## config.mk

```make
export PLATFORM = sky130hd
export DESIGN_NAME = dsp_accum_flat
export DESIGN_NICKNAME = d
export VERILOG_FILES = /design/src/rtl/dsp_accum_if.sv /design/src/rtl/dsp_accum.sv /design/src/flat_wrapper.sv
export SDC_FILE = /design/constraint.sdc
export NUM_CORES = 1
export LEC_CHECK = 0
export ABC_AREA = 1
export BUFFER_PORTS_ARGS = -buffer_cell sky130_fd_sc_hd__buf_2
export CAP_MARGIN = 10
export CORE_AREA = 2 2 108 110
export DETAILED_ROUTE_END_ITERATION = 6
export DIE_AREA = 0 0 110 112
export MAX_ROUTING_LAYER = met4
export PLACE_DENSITY = 0.84
export SYNTH_ARGS = -nofsm -noshare
export SYNTH_HDL_FRONTEND = slang
export SYNTH_SLANG_ARGS = --single-unit
```

## constraint.sdc

```tcl
create_clock -name clk -period 4.9 [get_ports clk]
set_clock_uncertainty 0.15 [all_clocks]
set_input_delay 0.735 -clock clk [delete_from_list [all_inputs] [get_ports clk]]
set_output_delay 0.735 -clock clk [all_outputs]
set_load 0.005 [all_outputs]
```

## src/rtl/dsp_accum_if.sv

```systemverilog
// Stream bundle for dsp_accum: product input stream with bias, and result output stream.
// The slave modport is the accumulator's view; master is the surrounding environment.
interface dsp_accum_if #(
  parameter int IN_WIDTH  = 16,
  parameter int ACC_WIDTH = 32,
  parameter int OUT_WIDTH = 16,
  parameter int CNT_WIDTH = 10
);
  logic [ACC_WIDTH-1:0] bias;
  logic [IN_WIDTH-1:0]  input_tdata;
  logic                 input_tvalid;
  logic                 input_tready;
  logic                 input_tlast;
  logic [OUT_WIDTH-1:0] output_tdata;
  logic                 output_tvalid;
  logic                 output_tready;
  logic                 output_sat;
  logic [CNT_WIDTH-1:0] output_count;

  modport slave (
    input  bias, input_tdata, input_tvalid, input_tlast, output_tready,
    output input_tready, output_tdata, output_tvalid, output_sat, output_count
  );

  modport master (
    output bias, input_tdata, input_tvalid, input_tlast, output_tready,
    input  input_tready, output_tdata, output_tvalid, output_sat, output_count
  );
endinterface

```

## src/rtl/dsp_accum.sv

```systemverilog
// Dot-product accumulator: saturating sum of signed products plus bias, rescaled by an
// arithmetic right shift and saturated to the output width, one result per tlast.
module dsp_accum #(
  parameter int IN_WIDTH  = 16,
  parameter int ACC_WIDTH = 32,
  parameter int OUT_WIDTH = 16,
  parameter int SHIFT     = 7,
  parameter int CNT_WIDTH = 10
) (
  input  logic         clk,
  input  logic         rst_n,
  dsp_accum_if.slave   bus
);

  typedef enum logic {S_FIRST, S_ACCUM} state_t;

  localparam int HI_W = ACC_WIDTH - OUT_WIDTH + 1;
  localparam logic [ACC_WIDTH-1:0] ACC_MAX = {1'b0, {(ACC_WIDTH-1){1'b1}}};
  localparam logic [ACC_WIDTH-1:0] ACC_MIN = {1'b1, {(ACC_WIDTH-1){1'b0}}};
  localparam logic [OUT_WIDTH-1:0] OUT_MAX = {1'b0, {(OUT_WIDTH-1){1'b1}}};
  localparam logic [OUT_WIDTH-1:0] OUT_MIN = {1'b1, {(OUT_WIDTH-1){1'b0}}};

  state_t state_q, state_d;

  logic [ACC_WIDTH-1:0] acc_q;
  logic [CNT_WIDTH-1:0] count_q;
  logic                 sat_q;
  logic [OUT_WIDTH-1:0] out_data_q;
  logic                 out_sat_q;
  logic [CNT_WIDTH-1:0] out_count_q;
  logic                 out_valid_q;

  logic                 first;
  logic                 in_ready;
  logic                 accept;
  logic                 xfer;
  logic [ACC_WIDTH-1:0] base;
  logic [ACC_WIDTH:0]   sum_wide;
  logic                 acc_sat;
  logic [ACC_WIDTH-1:0] acc_next;
  logic signed [ACC_WIDTH-1:0] scaled;
  logic [HI_W-1:0]      hi;
  logic                 out_ovf;
  logic [OUT_WIDTH-1:0] out_next;
  logic [CNT_WIDTH-1:0] count_next;
  logic                 sat_next;

  assign first    = (state_q == S_FIRST);
  assign in_ready = ~out_valid_q | bus.output_tready;
  assign accept   = bus.input_tvalid & in_ready;
  assign xfer     = out_valid_q & bus.output_tready;

  always_comb begin
    base     = first ? bus.bias : acc_q;
    // One guard bit: overflow shows up as the top two bits disagreeing.
    sum_wide = {base[ACC_WIDTH-1], base}
             + {{(ACC_WIDTH+1-IN_WIDTH){bus.input_tdata[IN_WIDTH-1]}}, bus.input_tdata};
    acc_sat  = sum_wide[ACC_WIDTH] ^ sum_wide[ACC_WIDTH-1];
    acc_next = acc_sat ? (sum_wide[ACC_WIDTH] ? ACC_MIN : ACC_MAX) : sum_wide[ACC_WIDTH-1:0];
    scaled   = $signed(acc_next) >>> SHIFT;
    // Fits the output only if every bit above the output sign bit matches it.
    hi       = scaled[ACC_WIDTH-1:OUT_WIDTH-1];
    out_ovf  = (hi != '0) && (hi != '1);
    out_next = out_ovf ? (scaled[ACC_WIDTH-1] ? OUT_MIN : OUT_MAX) : scaled[OUT_WIDTH-1:0];
    count_next = first ? CNT_WIDTH'(1) : count_q + CNT_WIDTH'(1);
    sat_next   = (~first & sat_q) | acc_sat;
  end

  always_comb begin
    state_d = state_q;
    if (accept) state_d = bus.input_tlast ? S_FIRST : S_ACCUM;
  end

  always_ff @(posedge clk or negedge rst_n) begin
    if (!rst_n) state_q <= S_FIRST;
    else        state_q <= state_d;
  end

  always_ff @(posedge clk or negedge rst_n) begin
    if (!rst_n) begin
      acc_q       <= '0;
      count_q     <= '0;
      sat_q       <= 1'b0;
      out_data_q  <= '0;
      out_sat_q   <= 1'b0;
      out_count_q <= '0;
      out_valid_q <= 1'b0;
    end else begin
      if (xfer) out_valid_q <= 1'b0;
      if (accept) begin
        acc_q   <= acc_next;
        count_q <= count_next;
        sat_q   <= sat_next;
        if (bus.input_tlast) begin
          out_data_q  <= out_next;
          out_sat_q   <= sat_next | out_ovf;
          out_count_q <= count_next;
          out_valid_q <= 1'b1;
        end
      end
    end
  end

  assign bus.input_tready  = in_ready;
  assign bus.output_tdata  = out_data_q;
  assign bus.output_tvalid = out_valid_q;
  assign bus.output_sat    = out_sat_q;
  assign bus.output_count  = out_count_q;

endmodule

```

## src/flat_wrapper.sv

```systemverilog
// flat-port wrapper written by rule: the top's interface ports become plain ports
module dsp_accum_flat 
#(
  parameter int IN_WIDTH  = 16,
  parameter int ACC_WIDTH = 32,
  parameter int OUT_WIDTH = 16,
  parameter int SHIFT     = 7,
  parameter int CNT_WIDTH = 10
)
  (clk, rst_n, bus_bias, bus_input_tdata, bus_input_tvalid, bus_input_tlast, bus_output_tready, bus_input_tready, bus_output_tdata, bus_output_tvalid, bus_output_sat, bus_output_count);
  dsp_accum_if #(.IN_WIDTH(IN_WIDTH), .ACC_WIDTH(ACC_WIDTH), .OUT_WIDTH(OUT_WIDTH), .CNT_WIDTH(CNT_WIDTH)) bus_i ();
  input  logic clk;
  input  logic rst_n;
  input wire logic [$bits(bus_i.bias)-1:0] bus_bias;
  input wire logic [$bits(bus_i.input_tdata)-1:0] bus_input_tdata;
  input wire logic [$bits(bus_i.input_tvalid)-1:0] bus_input_tvalid;
  input wire logic [$bits(bus_i.input_tlast)-1:0] bus_input_tlast;
  input wire logic [$bits(bus_i.output_tready)-1:0] bus_output_tready;
  output wire logic [$bits(bus_i.input_tready)-1:0] bus_input_tready;
  output wire logic [$bits(bus_i.output_tdata)-1:0] bus_output_tdata;
  output wire logic [$bits(bus_i.output_tvalid)-1:0] bus_output_tvalid;
  output wire logic [$bits(bus_i.output_sat)-1:0] bus_output_sat;
  output wire logic [$bits(bus_i.output_count)-1:0] bus_output_count;
  assign bus_i.bias = bus_bias;
  assign bus_i.input_tdata = bus_input_tdata;
  assign bus_i.input_tvalid = bus_input_tvalid;
  assign bus_i.input_tlast = bus_input_tlast;
  assign bus_i.output_tready = bus_output_tready;
  assign bus_input_tready = bus_i.input_tready;
  assign bus_output_tdata = bus_i.output_tdata;
  assign bus_output_tvalid = bus_i.output_tvalid;
  assign bus_output_sat = bus_i.output_sat;
  assign bus_output_count = bus_i.output_count;
  dsp_accum #(.IN_WIDTH(IN_WIDTH), .ACC_WIDTH(ACC_WIDTH), .OUT_WIDTH(OUT_WIDTH), .SHIFT(SHIFT), .CNT_WIDTH(CNT_WIDTH)) u_core (.clk(clk), .rst_n(rst_n), .bus(bus_i));
endmodule
```

==> summary.txt <==
Ys async rst share: 1.00
R2R depth: 26
Crit Path Max Fanout: 18
Crit Path Category: reg -> reg
Hold Vio Cnt, Final: 0
Die width: 110 microns
Max_slew headroom: 0.358
Net count, final: 1146
Antenna diodes: 0
Core Area: 0.0112 sq mm
Initial core utilization: 0.537
RSZ-0062 raised after global routing: no
Fill count: 1049
Root buf cell: clkbuf_16
Starting DRT DRC Count: 561
Synth Warn #: 0
Post-synth cell types: 35
Pwr Total: 4520 uW
Syn nets: 1075
Commonest non-fill, non-tap cell in the layout: nand2_1
Post-route insts no fill: 1205
Clock Tree Buf Depth: 2
Slew Viols, Final: 0
Hold WC Path Type: reg -> reg
Critical Path Source: u_core.state_q$_DFFE_PN0P_
Overall Global Routing Usage: 0.302
Dpl hpwl: 13200 microns
Antenna-violating nets left: 0
Global-route wire length before repair: 28400 microns
Arrival time worst endpoint: 4.56 ns
CTS tree: built
Die ar.: 0.0123 sq mm
Hold path depth: 2
CP startpoint kind: flip-flop
R2r endpoint: u_core.bus.output_tdata[3]$_DFFE_PN0P_
Vias per inst: 5.38
Number of global-route vias before repair: 5974
Setup violations, final: 0
Syn avg cell area: 6.09 sq um
Max Fclk: 222 MHz
Num ports: 82
Top FF cell, synth: dfrtp_1
Worst-path clk slew: 0.05 ns
R2R setup slack: 0.40 ns
TritonCTS buffer count: 9
Post-route cell area: 0.00687 sq mm
# rows: 39
Area grow syn2layout: 14.4%
Worst hold start: u_core.bus.output_tdata[4]$_DFFE_PN0P_
Status: finished, final reports clean
First-pass DRT Iterations: 7
Most frequent cells in the layout: nand2_1, inv_1, buf_2
Mapped cell area: 0.00600 sq mm
Max rail drop VDD: 0.415 mV
Reg-to-Reg Start: u_core.state_q$_DFFE_PN0P_
Clk sinks: 72
Remaining DRCs: 0
WL final: 17400 microns
P_leak: 0.00390 uW
Worst slew pin tran: 0.961 ns
Fraction of layout cells with a size suffix above 1: 0.126
EDFF count, synth: 0
Gate Count Post-Synth: 986
Cell Pwr Density: 658 mW/mm^2
Worst-skew pair later-pin latency: 0.33 ns
Sequential element share of the synthesized area: 0.300
RD Place Congestion: 1.01
Largest net degree at the start of global routing: 73
Worst EP required: 4.96 ns
Max_cap viols: 0
Final Cycle Share: 0.918
CTS Hold Bufs: 0
Yosys reg bits: 72
Placed Area: 0.00651 sq mm
H-tree depth: 3
Die Height: 112 microns
WL/cell: 14.4 microns
IO Port Bufs: 81
Placed Instances: 1188
Via count: 6480
Grt ovf: 0
Critical Path End Type: flip-flop
Hold endpoint: u_core.bus.output_tdata[4]$_DFFE_PN0P_
Initial antenna violation count: 0
Tmin final: 4.50 ns
-- logic make-up after synthesis --
family                     after synthesis  share of synthesized area
xor gates and xnor gates                 2                    0.00292
AOI/OAI and AO/OA                      129                      0.118
buffers and inverters                  150                     0.0986
adders and majority gates               36                     0.0763
and+or+nand+nor                        597                      0.404
DFF                                     72                      0.300
-- sequential cells by signal, indices dropped and copies added (netlist names) --
register and cells:
u_core.acc_q 32, u_core.bus.output_count 10, u_core.bus.output_sat 1, u_core.bus.output_tdata 16, u_core.bus.output_tvalid 1, u_core.count_q 10, u_core.sat_q 1, u_core.state_q 1
-- area by class of cell --
cell class,count,area (sq um),share of cell area
clock buffers,11,253,0.0368
clock inverters,5,78.8,0.0115
inverters,119,449,0.0654
multi-input cells,765,3630,0.529
flip-flops and latches,72,1800,0.262
well taps,143,179,0.0260
repair buffers,90,475,0.0692
-- what timing repair did --
item                                    in CTS  in global routing
gates resized for setup                      1                  6
pin swaps                                    0                  3
gates cloned                                 0                  1
endpoints found under the hold margin        0                  0
buffers inserted                             0                  0
endpoints found under the setup margin      15                 16
-- through the flow --
stage           util  setup WS, ns  hold WS, ns  TNS (ns)
6_report       0.615         0.401        0.321         0
5_1_grt        0.615        0.0124        0.347         0
4_1_cts        0.613         0.151        0.324         0
3_5_place_dp   0.583        -0.184        0.309     -2.55
3_3_place_gp   0.583        -0.105        0.311     -1.47
2_1_floorplan      -         0.501        0.289         0
-- routing by layer --
metal	GRT usage	wire length [microns]
met2	0.468	8100
met4	0.111	694
met1	0.396	7360
met5	-	0
met3	0.0468	1230
-- cells in the mapped netlist (all sizes together) (6+ instances only) --
cell      n  area, sq um
a31oi    20          125
nand2   444         1690
nand3    49          273
a21oi    38          190
nor2     80          310
o21ai    59          295
inv     116          435
ha       35          438
nand4     6         37.5
dfrtp    72         1800
buf       7         55.1
clkbuf   24         90.1
-- worst max-delay path: stages, from the launching register on --
cell and delay (ns):
dfrtp_2 0.41, clkinv_1 0.11, buf_4 0.21, nand2_1 0.11, nand2_1 0.11, ha_1 0.36
nand2_1 0.12, nor2_2 0.17, and2_1 0.14, nand2_1 0.05, nand2_1 0.16, nand2_1 0.10
nand2_1 0.09, a21oi_1 0.06, o21bai_1 0.17, xor2_1 0.21, inv_1 0.07, ha_2 0.44
nand3_4 0.22, nand2_1 0.17, nand3_1 0.10, nor2_1 0.13, nand2_2 0.11, nand3_4 0.19
nand2_1 0.09, nand2_1 0.07, nand2_1 0.07
-- worst max path at each step --
stage	endpoint	slack [ns]	depth (start not counted)
5_1_grt	u_core.bus.output_tdata[11]$_DFFE_PN0P_	0.01	28
3_3_place_gp	u_core.bus.output_tdata[4]$_DFFE_PN0P_	-0.11	26
3_5_place_dp	u_core.bus.output_tdata[1]$_DFFE_PN0P_	-0.18	26
4_1_cts	u_core.bus.output_tdata[3]$_DFFE_PN0P_	0.15	26
6_report	u_core.bus.output_tdata[3]$_DFFE_PN0P_	0.40	26
2_1_floorplan	u_core.bus.output_tdata[5]$_DFFE_PN0P_	0.50	29
-- power by group --
part | total (uW) | leakage [uW] | switching, uW | internal [uW]
Combinational | 2860 | 0.00285 | 1920 | 938
Clock | 720 | 0.000165 | 248 | 472
Sequential | 942 | 0.000884 | 118 | 824
Total | 4520 | 0.00390 | 2290 | 2230
(Power assumes the default switching activity.)
